[src/rtl/fht_stage_sequencer.sv]
// FHT stage sequencer: walks A_BIT+log2(N_BANK) butterfly stages over N_BANK ping-pong banks.
// Optional build macro FHT_BITREV_EN: stage 0 reads in bit-reversed order for input reordering.
module fht_stage_sequencer #(
  parameter int A_BIT  = 8,
  parameter int N_BANK = 4,
  parameter int LAT    = 4,
  localparam int BK_W   = $clog2(N_BANK),
  localparam int ST_NUM = A_BIT + BK_W,
  localparam int ST_W   = $clog2(ST_NUM)
) (
  input  logic              clk,
  input  logic              rst_n,
  input  logic              start,
  input  logic              abort,
  output logic [A_BIT-1:0]  addr_rd,
  output logic [A_BIT-1:0]  addr_wr,
  output logic [A_BIT-1:0]  addr_coef,
  output logic [BK_W-1:0]   bank_mask,
  output logic              rd_en,
  output logic              we_a,
  output logic              we_b,
  output logic [ST_W-1:0]   stage,
  output logic              st_zero,
  output logic              st_last,
  output logic              done,
  output logic              rdy
);

  typedef enum logic [1:0] {S_IDLE, S_RUN, S_DRAIN} state_t;

  localparam int DR_W = (LAT > 1) ? $clog2(LAT) : 1;
  localparam logic [ST_W-1:0]  A_BIT_ST  = ST_W'(A_BIT);
  localparam logic [ST_W-1:0]  LAST_ST   = ST_W'(ST_NUM - 1);
  localparam logic [DR_W-1:0]  DRAIN_END = DR_W'(LAT - 1);
  localparam logic [A_BIT-1:0] CNT_END   = '1;

  state_t            state_reg;
  logic [A_BIT-1:0]  cnt_reg;
  logic [DR_W-1:0]   drain_reg;
  logic [ST_W-1:0]   stage_reg;
  logic [A_BIT-1:0]  addr_rd_reg;
  logic [A_BIT-1:0]  addr_coef_reg;
  logic [BK_W-1:0]   bank_mask_reg;
  logic              rd_en_reg;
  logic              st_zero_reg;
  logic              st_last_reg;
  logic              done_reg;
  logic              rdy_reg;
  logic [ST_W-1:0]   stage_next;

  assign stage_next = stage_reg + ST_W'(1);

  // In-bank stage s pairs words whose addresses differ only in bit s.
  function automatic logic [A_BIT-1:0] f_rd_addr(input logic [A_BIT-1:0] c,
                                                 input logic [ST_W-1:0]  s);
    logic [A_BIT-1:0] mask;
    logic [A_BIT-1:0] lo;
    logic [A_BIT-1:0] hi;
    logic [A_BIT-1:0] mid;
    logic [A_BIT-1:0] r;
    r = c;
    if (s < A_BIT_ST) begin
      mask = (A_BIT'(1) << s) - A_BIT'(1);
      lo   = (c >> 1) & mask;
      hi   = (c >> (s + ST_W'(1))) << (s + ST_W'(1));
      mid  = A_BIT'(c[0]) << s;
      r    = hi | mid | lo;
    end
`ifdef FHT_BITREV_EN
    if (s == '0) begin
      for (int i = 0; i < A_BIT; i++) begin
        r[i] = c[A_BIT-1-i];
      end
    end
`endif
    return r;
  endfunction

  function automatic logic [A_BIT-1:0] f_coef_addr(input logic [A_BIT-1:0] c,
                                                   input logic [ST_W-1:0]  s);
    logic [A_BIT-1:0] mask;
    logic [A_BIT-1:0] lo;
    logic [A_BIT-1:0] r;
    r = c;
    if (s < A_BIT_ST) begin
      mask = (A_BIT'(1) << s) - A_BIT'(1);
      lo   = (c >> 1) & mask;
      r    = lo << (A_BIT_ST - s);
    end
    return r;
  endfunction

  function automatic logic [BK_W-1:0] f_bank_mask(input logic [ST_W-1:0] s);
    logic [BK_W-1:0] r;
    r = '0;
    if (s >= A_BIT_ST) begin
      r = BK_W'(1) << (s - A_BIT_ST);
    end
    return r;
  endfunction

  always_ff @(posedge clk or negedge rst_n) begin
    if (!rst_n) begin
      state_reg     <= S_IDLE;
      cnt_reg       <= '0;
      drain_reg     <= '0;
      stage_reg     <= '0;
      addr_rd_reg   <= '0;
      addr_coef_reg <= '0;
      bank_mask_reg <= '0;
      rd_en_reg     <= 1'b0;
      st_zero_reg   <= 1'b0;
      st_last_reg   <= 1'b0;
      done_reg      <= 1'b0;
      rdy_reg       <= 1'b1;
    end else if (abort) begin
      state_reg   <= S_IDLE;
      rd_en_reg   <= 1'b0;
      st_zero_reg <= 1'b0;
      st_last_reg <= 1'b0;
      done_reg    <= 1'b0;
      rdy_reg     <= 1'b1;
    end else begin
      done_reg <= 1'b0;
      case (state_reg)
        S_IDLE: begin
          if (start) begin
            state_reg     <= S_RUN;
            cnt_reg       <= '0;
            stage_reg     <= '0;
            addr_rd_reg   <= f_rd_addr('0, '0);
            addr_coef_reg <= f_coef_addr('0, '0);
            bank_mask_reg <= f_bank_mask('0);
            rd_en_reg     <= 1'b1;
            st_zero_reg   <= 1'b1;
            st_last_reg   <= (LAST_ST == '0);
            rdy_reg       <= 1'b0;
          end
        end
        S_RUN: begin
          if (cnt_reg == CNT_END) begin
            state_reg <= S_DRAIN;
            drain_reg <= '0;
            rd_en_reg <= 1'b0;
          end else begin
            cnt_reg       <= cnt_reg + A_BIT'(1);
            addr_rd_reg   <= f_rd_addr(cnt_reg + A_BIT'(1), stage_reg);
            addr_coef_reg <= f_coef_addr(cnt_reg + A_BIT'(1), stage_reg);
          end
        end
        S_DRAIN: begin
          // The last write of this stage lands in the final drain cycle.
          if (drain_reg == DRAIN_END) begin
            if (stage_reg == LAST_ST) begin
              state_reg   <= S_IDLE;
              done_reg    <= 1'b1;
              rdy_reg     <= 1'b1;
              st_zero_reg <= 1'b0;
              st_last_reg <= 1'b0;
            end else begin
              state_reg     <= S_RUN;
              cnt_reg       <= '0;
              stage_reg     <= stage_next;
              addr_rd_reg   <= f_rd_addr('0, stage_next);
              addr_coef_reg <= f_coef_addr('0, stage_next);
              bank_mask_reg <= f_bank_mask(stage_next);
              rd_en_reg     <= 1'b1;
              st_zero_reg   <= 1'b0;
              st_last_reg   <= (stage_next == LAST_ST);
            end
          end else begin
            drain_reg <= drain_reg + DR_W'(1);
          end
        end
        default: state_reg <= S_IDLE;
      endcase
    end
  end

  // Write side: read address and strobe delayed by the butterfly latency.
  // Even stages write set B, odd stages write set A.
  genvar gi;
  generate
    for (gi = 0; gi < LAT; gi++) begin : g_dly
      logic [A_BIT-1:0] addr_reg;
      logic             wa_reg;
      logic             wb_reg;
      logic [A_BIT-1:0] addr_in;
      logic             wa_in;
      logic             wb_in;

      if (gi == 0) begin : g_head
        assign addr_in = addr_rd_reg;
        assign wa_in   = rd_en_reg & stage_reg[0];
        assign wb_in   = rd_en_reg & ~stage_reg[0];
      end else begin : g_tail
        assign addr_in = g_dly[gi-1].addr_reg;
        assign wa_in   = g_dly[gi-1].wa_reg;
        assign wb_in   = g_dly[gi-1].wb_reg;
      end

      always_ff @(posedge clk or negedge rst_n) begin
        if (!rst_n) begin
          addr_reg <= '0;
          wa_reg   <= 1'b0;
          wb_reg   <= 1'b0;
        end else if (abort) begin
          addr_reg <= '0;
          wa_reg   <= 1'b0;
          wb_reg   <= 1'b0;
        end else begin
          addr_reg <= addr_in;
          wa_reg   <= wa_in;
          wb_reg   <= wb_in;
        end
      end
    end
  endgenerate

  assign addr_rd   = addr_rd_reg;
  assign addr_coef = addr_coef_reg;
  assign bank_mask = bank_mask_reg;
  assign rd_en     = rd_en_reg;
  assign stage     = stage_reg;
  assign st_zero   = st_zero_reg;
  assign st_last   = st_last_reg;
  assign done      = done_reg;
  assign rdy       = rdy_reg;
  assign addr_wr   = g_dly[LAT-1].addr_reg;
  assign we_a      = g_dly[LAT-1].wa_reg;
  assign we_b      = g_dly[LAT-1].wb_reg;

endmodule
[config.mk]
export PLATFORM = sky130hd
export DESIGN_NAME = fht_stage_sequencer
export DESIGN_NICKNAME = d
export VERILOG_FILES = /design/src/rtl/fht_stage_sequencer.sv
export SDC_FILE = /design/constraint.sdc
export NUM_CORES = 1
export LEC_CHECK = 0
export CAP_MARGIN = 20
export CORE_ASPECT_RATIO = 0.7
export CORE_UTILIZATION = 58
export DETAILED_ROUTE_END_ITERATION = 8
export GPL_TIMING_DRIVEN = 0
export PLACE_DENSITY = 0.8
export SLEW_MARGIN = 0
export SYNTH_ARGS = -nofsm -noshare
export SYNTH_HDL_FRONTEND = slang
export SYNTH_SLANG_ARGS = --single-unit
[constraint.sdc]
create_clock -name clk -period 4.3 [get_ports clk]
set_clock_uncertainty 0.05 [all_clocks]
set_input_delay 0.43 -clock clk [delete_from_list [all_inputs] [get_ports clk]]
set_output_delay 0.43 -clock clk [all_outputs]
set_load 0.005 [all_outputs]
* After elaboration in Yosys (flattened, before gate mapping)
Cells that the tools add are included.
** Operators by class
- Add/subtract/negate cells :: 8
- $lt $le $gt $ge :: 3
- Equality and inequality tests :: 17
- Shifts and indexed selects :: 10
- Multiplexer cells :: 69
- Bitwise operators :: 8
- Reductions and logical operators :: 13
** Operator list (number)
- 8-bit two-way mux :: 18
- 8-bit case mux with 3 select lines :: 3
- 1-bit two-way mux :: 27
- 8-bit OR :: 3
- 1-bit by 4-bit << shifter with 8-bit output (first input constant) :: 3
- 8-bit by 4-bit << shifter with 8-bit output :: 3
- 2-bit two-way mux :: 10
- 3-bit inequality test (second input constant) :: 5
- 4-bit two-way mux :: 3
- 2-bit inequality test (second input constant) :: 6
- 5-bit AND reduction :: 2
- 4-bit by 1-bit adder with 4-bit output (second input constant) :: 2
- 8-bit by 1-bit adder with 8-bit output (second input constant) :: 1
- 7-bit by 8-bit AND with 8-bit output :: 1
- 4-bit equality test (second input constant) :: 2
- 8-bit equality test (second input constant) :: 1
- 4-bit less-than comparator (second input constant) :: 2
- 2-bit case mux with 2 select lines :: 2
- 4-bit case mux with 2 select lines :: 1
- 4-bit AND reduction :: 2
- 1-bit by 4-bit << shifter with 8-bit output :: 1
- 1-bit by 4-bit >> shifter with 8-bit output (first input constant) :: 1
- 8-bit by 4-bit >> shifter with 8-bit output :: 1
- 4-bit subtractor (first input constant) :: 2
- 18 further kinds :: 26
** Storage, ports and cells
- Register bits after elaboration :: 79
- Input port bits :: 4
- Word-level logic and storage cells :: 152

* Logic depth before layout (Yosys ltp)
Gate-level depths: netlist of the first run.
- Depth after elaboration :: 9
- Depth in mapped cells :: 13
- Depth with buffers taken out :: 11

* Worst setup path after synthesis of the first run
OpenSTA, ideal clock, no wires.
- Path type :: register to register
- Start point :: register stage_reg[0] (netlist: stage[0])
- End point :: register addr_rd_reg[6] (netlist: addr_rd[6])
- Library setup time :: 0.094 ns
- Data arrival time :: 3.016 ns
- Required time :: 4.156 ns
- Setup slack :: 1.141 ns
- Stages on the path, launching flop included :: 12
- Path buffers :: 4
- Path through :: dfrtp_1 buf_2 clkinv_1 clkbuf_1 ha_1 clkbuf_1 inv_1 clkbuf_1 o211ai_1 a2111oi_1 a221oi_2 a221oi_2
** Between the ends
- Cells in the longest elaborated chain, start to end :: 9
- Elaborated cells between the ends (all ways) :: 25
- Classes of those cells :: 3 x add/sub; 2 x order compare; 2 x eq/ne; 7 x shift; 6 x mux; 4 x bitwise; 1 x reduce/logical
** RTL lines
- from (decl) :: RTL line 40 : logic [ST_W-1:0] stage_reg;
- from (signal assigned) :: RTL line 163 : stage_reg <= stage_next;
- 4-bit by 1-bit adder with 4-bit output :: RTL line 51, 65
- 4-bit by 1-bit adder with 4-bit output :: RTL line 65 : hi = (c >> (s + ST_W'(1))) << (s + ST_W'(1));
- 1-bit by 4-bit >> shifter with 8-bit output :: RTL line 65
- 8-bit by 4-bit << shifter with 8-bit output :: RTL line 65
- 8-bit OR :: RTL line 67 : r = hi | mid | lo;
- 8-bit two-way mux :: RTL line 62 : if (s < A_BIT_ST) begin
- 8-bit two-way mux :: RTL line 154 : if (stage_reg == LAST_ST) begin
- 8-bit two-way mux :: RTL line 153 : if (drain_reg == DRAIN_END) begin
- 8-bit case mux with 3 select lines :: RTL line 125 : case (state_reg)
- to (signal assigned) :: RTL line 131 : addr_rd_reg <= f_rd_addr('0, '0);
- to (signal assigned) :: RTL line 147 : addr_rd_reg <= f_rd_addr(cnt_reg + A_BIT'(1), stage_reg);
- to (signal assigned) :: RTL line 164 : addr_rd_reg <= f_rd_addr('0, stage_next);
- to (decl) :: RTL line 41 : logic [A_BIT-1:0] addr_rd_reg;
Parallel ways exist; a longest one is shown, timed or not. The select of a mux whose other input is x is not followed.
A chain may end at the register's enable or synchronous reset.

* Worst setup path after layout of the first run
- Start point :: register stage_reg[0] (netlist: stage[0])
- End point :: register addr_rd_reg[2] (netlist: addr_rd[2])
Same word-level chain as after synthesis.

==> results of run 1 <==
-- placed cells by master, fill, tap and decap left out, types with 7 or more instances in the layout --
cell type	count
inv_1	17
nor2b_1	42
clkbuf_1	17
nor2_1	34
xnor2_1	7
ha_1	16
a31oi_1	7
nand2_1	45
clkbuf_8	9
dfrtp_1	78
o21ai_0	27
nand3_1	15
nor3_1	12
clkdlybuf4s50_1	39
a21oi_1	36
-- cell type report --
cell class                 instances  area, µm²  area share
clock inverter                     7       77.6      0.0147
clock buffer                       9        124      0.0234
tap                               98        123      0.0232
buffer                            30        136      0.0258
sequential                        79       1980       0.374
timing repair buffer              42        435      0.0824
multi-input combinational        359       2340       0.443
inverter                          19       71.3      0.0135
-- metrics by stage --
stage | utilization | area [µm²]
detailed placement | 0.682 | 5060
global placement | 0.679 | 5040
global route | 0.712 | 5280
finish | 0.712 | 5280
floorplan | - | 4510
CTS | 0.711 | 5270
-- final timing paths --
check / endpoint / from / slack, ns / cells past startpoint
hold / removal: g_dly[2].addr_reg[4]$_DFF_PN0_ / g_dly[1].addr_reg[4]$_DFF_PN0_ / 0.41 / 1
min in group asynchronous: cnt_reg[4]$_DFFE_PN0P_ / rst_n / 0.42 / 2
hold reg to reg: g_dly[2].addr_reg[4]$_DFF_PN0_ / g_dly[1].addr_reg[4]$_DFF_PN0_ / 0.41 / 1
setup / recovery: addr_rd[2]$_DFFE_PN0P_ / stage[0]$_DFFE_PN0P_ / 0.31 / 10
max in group asynchronous: addr_coef[0]$_DFFE_PN0P_ / rst_n / 3.18 / 3
setup reg to reg: addr_rd[2]$_DFFE_PN0P_ / stage[0]$_DFFE_PN0P_ / 0.31 / 10
-- worst max-delay path, delay by kind of cell (launching register included) --
family                     cells  cell delay, ns
AOI/OAI and AO/OA              4            1.32
adders and majority gates      1            0.45
buffers and inverters          3            0.94
DFF                            1            0.60
and+or+nand+nor                2            0.48
-- cell families (layout without fill, tap and decap cells) --
family / after synthesis / in the layout / synth area share
and+or+nand+nor: 181 / 181 / 0.208
DFF: 79 / 79 / 0.438
adders and majority gates: 16 / 16 / 0.0444
AOI/OAI and AO/OA: 141 / 141 / 0.207
muxes: 13 / 13 / 0.0413
buffers and inverters: 49 / 107 / 0.0452
xor gates and xnor gates: 8 / 8 / 0.0155
-- per-layer routing --
layer,routed length (µm),share of wire
met1,5850,0.42
met3,1560,0.11
met2,6080,0.44
met5,0,0
met4,341,0.025
-- synth_stat cells, types with 5 or more instances --
cell and instances:
and2_1 5, mux2_2 5, nor2_1 34, clkbuf_1 20
dfrtp_1 78, a22o_1 6, a31oi_1 7, nor3_1 12
a22oi_1 6, nor2b_1 42, nand2_1 45, o21ai_0 28
a211oi_1 5, a21oi_1 36, xnor2_1 7, inv_1 17
ha_1 16, nand3_1 15, o21ai_1 5
-- what timing repair did --
item | 4_1_cts | 5_1_grt
endpoints found under the hold margin | 12 | 0
hold buffers | 1 | 0
setup endpoints to repair | 0 | 9
resized for setup | 0 | 8
-- power breakdown --
| group | total (mW) | internal (mW) | switching (mW) |
|---|---|---|---|
| registers | 0.842 | 0.791 | 0.0507 |
| logic | 0.807 | 0.276 | 0.532 |
| clock network | 0.573 | 0.274 | 0.298 |
==> reports/qor.yml, run 1 <==
start_kind: "flip-flop"
setup_viol: 0
synth_fp_nets: 507
met1_usage: 0.494
synth-warning-count: 0
via_per_inst: 6.65
cts_buffers: 9
dieArea_um2: 8140
area_delta_synth_final_pct: 17.1
grt_pass1_wl_mm: 21.6
period_share: 0.928
syn_avg_cell_area_um2: 9.27
maxCapViolations: 0
std_cell_rows: 26
wl_per_cell_um: 21.5
clock_sinks: 79
hold_path_class: "flip-flop to flip-flop"
ios: 41
setup_tns_ns: 0
met2_usage: 0.576
crit_arrival_ns: 4.18
ys_seq_area_frac: 0.438
hold_violations: 0
fin_hold_ws_ns: 0.410
clk_latency_ns: 0.37
power_density_nw_per_um2: 420
drc_errors: 0
grt_max_degree: 68
largest_register_ff_count: 24
post-cts-setup-buffer-count: 0
grt_usage: 0.363
h-tree-depth: 3
portBuffers: 40
drive_gt1_frac: 0.0844
wirelength_mm: 13.8
route.vias.total: 4277
period_needed_ns: 3.99
synth_ff_type: "dfrtp_1"
crit_fanout: 12
use_met3: 0.0873
synth_seq_cells: 79
total_power_mw: 2.22
leakage_nw: 2.23
start_util: 0.608
nets: 560
cp_slowest_cell: "dfrtp_1"
fillers: 569
synth_top_area_frac: 0.432
syn_inst: 487
synth.area.top_cells: "dfrtp_1, nor2b_1, ha_1"
fmax_mhz: 250
grt_pass1_vias: 3973
clockRootBuffer: "clkbuf_8"
core_um2: 7420
hpwl_mm: 10.0
worst-setup-path-type: "flip-flop to flip-flop"
ant_nets: 0
first_pass_iters: 5
slew_viol_final: 0
top_usage_layer: "met2"
cts_tree: "built"
antenna_found_initial: 0
async_flop_share: 1.00
num_antenna_cells: 0
dp_slack_ns: 0.0689
ys_types: 66
timing.slew.headroom: 0.300
path_cells: "buf_2, clkinv_1, clkbuf_2, ha_1, nand2b_1, a21oi_1, o311ai_1, nand2_1, a221oi_2, o21ai_1"
rsz0062_at_grt: "no"
cts.clk_slew.worst_paths_ns: 0.08
die_w_um: 107
cts_buffer_depth: 2
status: "completed"
grt_overflow: 0
post-synth-top-area-cell: "dfrtp_1"
drtIter0Drc: 586
endpoint_kind: "flip-flop"
synth-edff-count: 0
place_inst: 626
worst_slack_ns: 0.307
critPathRequiredTime_ns: 4.48
stdcell_count: 643
worst_pin_slew_ns: 1.04
place.gp.congestion: 1.02
vdd_ir_drop_max_uv: 271
max_stage_delay_ns: 0.60
die_h_um: 75.8
synth.cell_area_um2: 4510
No activity file was read; power rests on OpenSTA's default activity.
==> inputs of run 2 (changes only) <==
--- a/config.mk
+++ b/config.mk
@@ -7,10 +7,11 @@
 export LEC_CHECK = 0
 export CAP_MARGIN = 20
 export CORE_ASPECT_RATIO = 0.7
-export CORE_UTILIZATION = 58
+export CORE_UTILIZATION = 52
+export CTS_BUF_LIST = sky130_fd_sc_hd__clkbuf_4
 export DETAILED_ROUTE_END_ITERATION = 8
 export GPL_TIMING_DRIVEN = 0
-export PLACE_DENSITY = 0.8
+export PLACE_DENSITY = 0.73
 export SLEW_MARGIN = 0
 export SYNTH_ARGS = -nofsm -noshare
 export SYNTH_HDL_FRONTEND = slang
==> constraint.sdc (replaced) <==
create_clock -name clk -period 4.9 [get_ports clk]
set_clock_uncertainty 0.05 [all_clocks]
set_input_delay 0.49 -clock clk [delete_from_list [all_inputs] [get_ports clk]]
set_output_delay 0.49 -clock clk [all_outputs]
set_load 0.005 [all_outputs]
==> run 2 against run 1 <==
Via count shrank 5.4%. Maximum frequency shrank 8.6%. Sequential share of layout area grew 0.22 points. Clock-buffer cell count is the same. Critical path type unchanged. Highest routed layer unchanged.
==> reports/qor.yml, run 2 (synthesis gave the netlist of run 1 again) <==
regToRegSetupSlack_ns: 0.53  # +0.22 ns
worst_slack_ns: 0.531  # +0.224 ns
pwr-share-comb: 0.371  # +0.008
h-tree-depth: 3  # unchanged
cp_slowest_cell: "dfrtp_1"
ant_nets: 0  # unchanged
drtIter0Drc: 425  # -27%
setup_tns_ns: 0  # unchanged
layout_commonest_cell: "dfrtp_1"
largest_register_ff_count: 24  # unchanged
portBuffers: 40  # unchanged
p_int_mw: 1.09  # -18%
die_h_um: 79.9  # +5.5%
p_seq_frac: 0.400  # +0.021
setup_viol: 0  # unchanged
wirelength_mm: 12.6  # -8.9%
core_um2: 8440  # +14%
period_share: 0.892  # -0.0369
max_stage_delay_ns: 0.62  # +0.02 ns
dp_slack_ns: 0.766  # +0.697 ns
maxCapViolations: 0  # unchanged
cts_buffer_depth: 2  # unchanged
ios: 41  # unchanged
nets: 560  # unchanged
num_antenna_cells: 0  # unchanged
grt_pass1_wl_mm: 20.0  # -7.2%
slew_viol_final: 0  # unchanged
final_cell_mix: "dfrtp_1, nand2_1, nor2b_1, clkdlybuf4s50_1, a21oi_1"
status: "completed"
start_util: 0.535  # -0.0739
hold_violations: 0  # unchanged
cts_tree: "built"
worst-setup-path-type: "flip-flop to flip-flop"
drive_gt1_frac: 0.0771  # -0.00734
clockRootBuffer: "clkbuf_4"
grt_usage: 0.295  # -0.0678
path_buf_inv: 6  # +3
clock_sinks: 79  # unchanged
cts_buffers: 9  # unchanged
timing.slew.headroom: 0.269  # -0.0311
hpwl_mm: 9.26  # -7.4%
area_delta_synth_final_pct: 16.4
crit_fanout: 12  # unchanged
grt_pass1_vias: 3712  # -6.6%
post-cts-setup-buffer-count: 0  # unchanged
worst_pin_slew_ns: 1.09  # +0.0457 ns
crit_arrival_ns: 4.69  # +0.51 ns
critPathLaunch: "stage[0]$_DFFE_PN0P_"
grt_overflow: 0  # unchanged
start_kind: "flip-flop"
p_switching_uw: 748  # -15%
path_cells: "buf_2, clkinv_1, clkbuf_1, ha_1, clkbuf_1, inv_1, clkbuf_1, o211ai_1, a2111oi_1, a221oi_2, a221oi_2"
route.vias.total: 4046  # -5.4%
crit_family: "buffers and inverters"
hold_path_class: "primary input to async pin"
fmax_mhz: 229  # -8.6%
rsz0062_at_grt: "no"
timing.rr.start: "stage[0]$_DFFE_PN0P_"
cts.clk_slew.worst_paths_ns: 0.15  # +0.07 ns
vdd_ir_drop_max_uv: 193  # -29%
critPathRequiredTime_ns: 5.22  # +0.74 ns
drc_errors: 0  # unchanged
die_w_um: 113  # +5.5%
swShare: 0.406  # +0.00982
cpMostUsedCell: "clkbuf_1"
endpoint_kind: "flip-flop"
first_pass_iters: 6  # +1
cts_resized: 0  # unchanged
grt_max_degree: 66  # -2.9%
antenna_found_initial: 0  # unchanged
pwr-share-clk: 0.229  # -0.029
clk_latency_ns: 0.46  # +0.09 ns
cts_hold_buffers: 1  # unchanged
via_per_inst: 6.08  # -8.5%
leakage_nw: 2.20  # -1.3%
wl_per_cell_um: 18.9  # -12%
period_needed_ns: 4.37  # +0.376 ns
place.gp.congestion: 0.995  # -2.3%
power_density_nw_per_um2: 351  # -17%
dieArea_um2: 9060  # +11%
std_cell_rows: 28  # +7.7%
-- run 2: worst paths after layout --
kind                                                       end  cells after the start
max in group asynchronous                      rdy$_DFFE_PN1P_                      3
min in group clk                g_dly[1].addr_reg[6]$_DFF_PN0_                      1
worst max-delay path                    addr_rd[6]$_DFFE_PN0P_                     11
worst min-delay path                    cnt_reg[5]$_DFFE_PN0P_                      2
worst min register to register  g_dly[1].addr_reg[6]$_DFF_PN0_                      1
worst max register to register          addr_rd[6]$_DFFE_PN0P_                     11
-- run 2: cell type report --
type | count | area [µm²]
well taps | 120 | 150
multi-input cells | 359 | 2330
fillers | 704 | 3190
clock buffers | 9 | 67.6
plain buffers | 30 | 133
clock inverters | 7 | 86.3
flip-flops and latches | 79 | 1980
repair buffers | 42 | 435
inverters | 19 | 71.3
-- run 2: per-layer routing --
layer | global-route usage | vias up | part of all wire
met3 | 0.0661 | 26 | 0.087
li1 | - | 1863 | -
met5 | 0 | - | 0
met2 | 0.436 | 216 | 0.42
met1 | 0.420 | 1941 | 0.47
met4 | 0.113 | 0 | 0.022
-- run 2: power groups by stage --
stage	Clock (mW)	Combinational, mW	Sequential (mW)
2_1_floorplan	0	0.444	0.738
3_3_place_gp	0	0.655	0.746
3_5_place_dp	0	0.660	0.747
4_1_cts	0.437	0.664	0.735
5_1_grt	0.461	0.740	0.742
6_report	0.422	0.683	0.736
-- run 2: stage by stage --
step | cells | util | total power [mW] | hold slack (ns) | cell area (µm²)
2_1_floorplan | 487 | - | 1.18 | 0.144 | 4510
3_3_place_gp | 647 | 0.600 | 1.40 | 0.392 | 5060
6_report | 665 | 0.622 | 1.84 | 0.364 | 5250
5_1_grt | 665 | 0.622 | 1.94 | 0.347 | 5250
3_5_place_dp | 648 | 0.603 | 1.41 | 0.328 | 5090
4_1_cts | 665 | 0.622 | 1.84 | 0.343 | 5250
==> inputs of run 3 (changes only) <==
--- a/config.mk
+++ b/config.mk
@@ -12,6 +12,7 @@
 export DETAILED_ROUTE_END_ITERATION = 8
 export GPL_TIMING_DRIVEN = 0
 export PLACE_DENSITY = 0.73
+export RECOVER_POWER = 100
 export SLEW_MARGIN = 0
 export SYNTH_ARGS = -nofsm -noshare
 export SYNTH_HDL_FRONTEND = slang
==> run 3 against run 2 <==
The run now ends with capacitance limit, slew limit left. Global-route usage unchanged. Non-clock buffer count unchanged. Sequential share of layout area up 0.30 points. Largest cell class unchanged. Clock-buffer cell count unchanged. Largest power group unchanged. Cell area down 0.79%. Core utilization down 0.49 points. Sequential cell count unchanged. Combinational power down 2%. Setup slack worse by 0.14 ns. Maximum frequency down 3.0%. Wire length down 0.17%.
==> reports/qor.yml, run 3 (synthesis gave the netlist of run 1 again) <==
die_w_um: 113  # unchanged
stdcell_count: 665  # unchanged
drive_gt1_frac: 0.0679  # -0.00917
hold_path_class: "flip-flop to flip-flop"
drc_errors: 0  # unchanged
timing.rr.start: "stage[0]$_DFFE_PN0P_"
clockRootBuffer: "clkbuf_4"
rsz0062_at_grt: "no"
first_pass_iters: 5  # -1
path_cells: "buf_2, clkinv_1, clkbuf_1, ha_1, clkbuf_1, inv_1, o22ai_1, a211oi_1, o21ai_0, nand2_1, a221oi_1, o21ai_0"
crit_arrival_ns: 4.78  # +0.09 ns
min_from: "g_dly[0].addr_reg[6]$_DFF_PN0_"
start_util: 0.535  # unchanged
area_delta_synth_final_pct: 15.5
endpoint_kind: "flip-flop"
dieArea_um2: 9060  # unchanged
worst-setup-path-type: "flip-flop to flip-flop"
maxCapViolations: 1  # +1
antenna_found_initial: 0  # unchanged
clk_latency_ns: 0.46  # about the same
final_cell_mix: "dfrtp_1, nand2_1, nor2b_1, dlygate4sd3_1, a21oi_1"
largest_register_ff_count: 24  # unchanged
cts.clk_slew.worst_paths_ns: 0.14  # about the same
cts_resized: 0  # unchanged
num_antenna_cells: 0  # unchanged
power_density_nw_per_um2: 351  # about the same
h-tree-depth: 3  # unchanged
fmax_mhz: 222  # -3.0%
grt_pass1_wl_mm: 20.0  # unchanged
worst_pin_slew_ns: 2.73  # +1.64 ns
worst_slack_ns: 0.394  # -0.137 ns
layout_commonest_cell: "dfrtp_1"
design_area_um2: 5210  # -0.79%
status: "complete, but fails checks"
portBuffers: 40  # unchanged
fin_hold_ws_ns: 0.408  # +0.0440 ns
wl_per_cell_um: 18.9  # -0.17%
cp_slowest_cell: "dfrtp_1"
cts_buffer_depth: 2  # unchanged
ios: 41  # unchanged
clock_sinks: 79  # unchanged
dp_slack_ns: 0.766  # unchanged
setup_viol: 0  # unchanged
critPathLaunch: "stage[0]$_DFFE_PN0P_"
start_kind: "flip-flop"
slew_viol_final: 66  # +66
period_share: 0.920  # +0.0280
grt_usage: 0.295  # unchanged
period_needed_ns: 4.51  # +0.137 ns
via_per_inst: 6.11  # +0.44%
max_stage_delay_ns: 0.61  # about the same
cts_tree: "built"
hold_violations: 0  # unchanged
setup_tns_ns: 0  # unchanged
grt_pass1_vias: 3712  # unchanged
timing.slew.headroom: -0.818  # -1.09
vdd_ir_drop_max_uv: 191  # -1.1%
violations: "capacitance limit, slew limit"
route.vias.total: 4064  # +0.44%
core_um2: 8440  # unchanged
drtIter0Drc: 426  # +0.24%
crit_fanout: 12  # unchanged
critPathRequiredTime_ns: 5.18  # -0.04 ns
place.gp.congestion: 0.995  # unchanged
grt_overflow: 0  # unchanged
std_cell_rows: 28  # unchanged
place_area_um2: 5090  # unchanged
leakage_nw: 2.32  # +5.3%
place_inst: 648  # unchanged
ant_nets: 0  # unchanged
die_h_um: 79.9  # unchanged
grt_max_degree: 66  # unchanged
hpwl_mm: 9.26  # unchanged
cts_buffers: 9  # unchanged
wirelength_mm: 12.6  # -0.17%
nets: 560  # unchanged
## run 3: cell types whose count changed in the layout (fill, tap and decap cells not counted)
cell	change
o21ai_1	-3
nand3_1	+1
a221oi_2	-1
clkdlybuf4s50_1	-38
o21ai_0	+3
clkbuf_1	+4
nand3_4	-1
a221oi_1	+1
buf_1	-2
buf_16	-1
dlymetal6s4s_1	+1
buf_4	-2
dlygate4sd3_1	+38
## run 3: report_power, final
group          leakage [nW]  internal [mW]  switching (mW)
clock                0.0810          0.167           0.258
combinational          1.14          0.222           0.446
sequential             1.09          0.694          0.0403
## run 3: repair_timing
action / 4_1_cts / 5_1_grt
setup buffers: 0 / 0
hold endpoints to repair: 14 / 0
hold buffers: 1 / 0
## run 3: path summary, 6_finish.rpt
path | slack, ns | depth (start not counted) | endpoint
worst max-delay path | 0.39 | 12 | addr_rd[2]$_DFFE_PN0P_
worst min-delay path | 0.41 | 1 | g_dly[1].addr_reg[6]$_DFF_PN0_
worst max register to register | 0.39 | 12 | addr_rd[2]$_DFFE_PN0P_
worst min register to register | 0.41 | 1 | g_dly[1].addr_reg[6]$_DFF_PN0_
max in group asynchronous | 0.99 | 3 | g_dly[0].addr_reg[3]$_DFF_PN0_
min in group asynchronous | 0.60 | 2 | cnt_reg[5]$_DFFE_PN0P_
## run 3: per-layer routing
layer	global-route usage	share of wire
met2	0.436	0.42
met3	0.0661	0.096
met5	0	0
met1	0.420	0.46
met4	0.113	0.025
## run 3: area by class of cell
cell class	instances	area, µm²
sequential	79	1980
tap	120	150
fill	712	3230
buffer	30	129
multi-input combinational	359	2310
clock buffer	9	67.6
inverter	19	71.3
timing repair buffer	42	417
clock inverter	7	86.3
## run 3: per-stage QoR
stage	power [mW]	utilization
after floorplan	1.18	-
after global placement	1.40	0.600
after detailed placement	1.41	0.603
after CTS	1.84	0.622
after global routing	1.93	0.617
final	1.83	0.617
## run 3: critical path: cells and delay by family, from the launching register on
kind,cells,cell delay [ns]
flip-flops,1,0.61
adder cells (fa/ha/maj),1,0.50
buffers and inverters,5,1.59
AO/OA/AOI/OAI,5,1.54
AND/OR/NAND/NOR,1,0.10
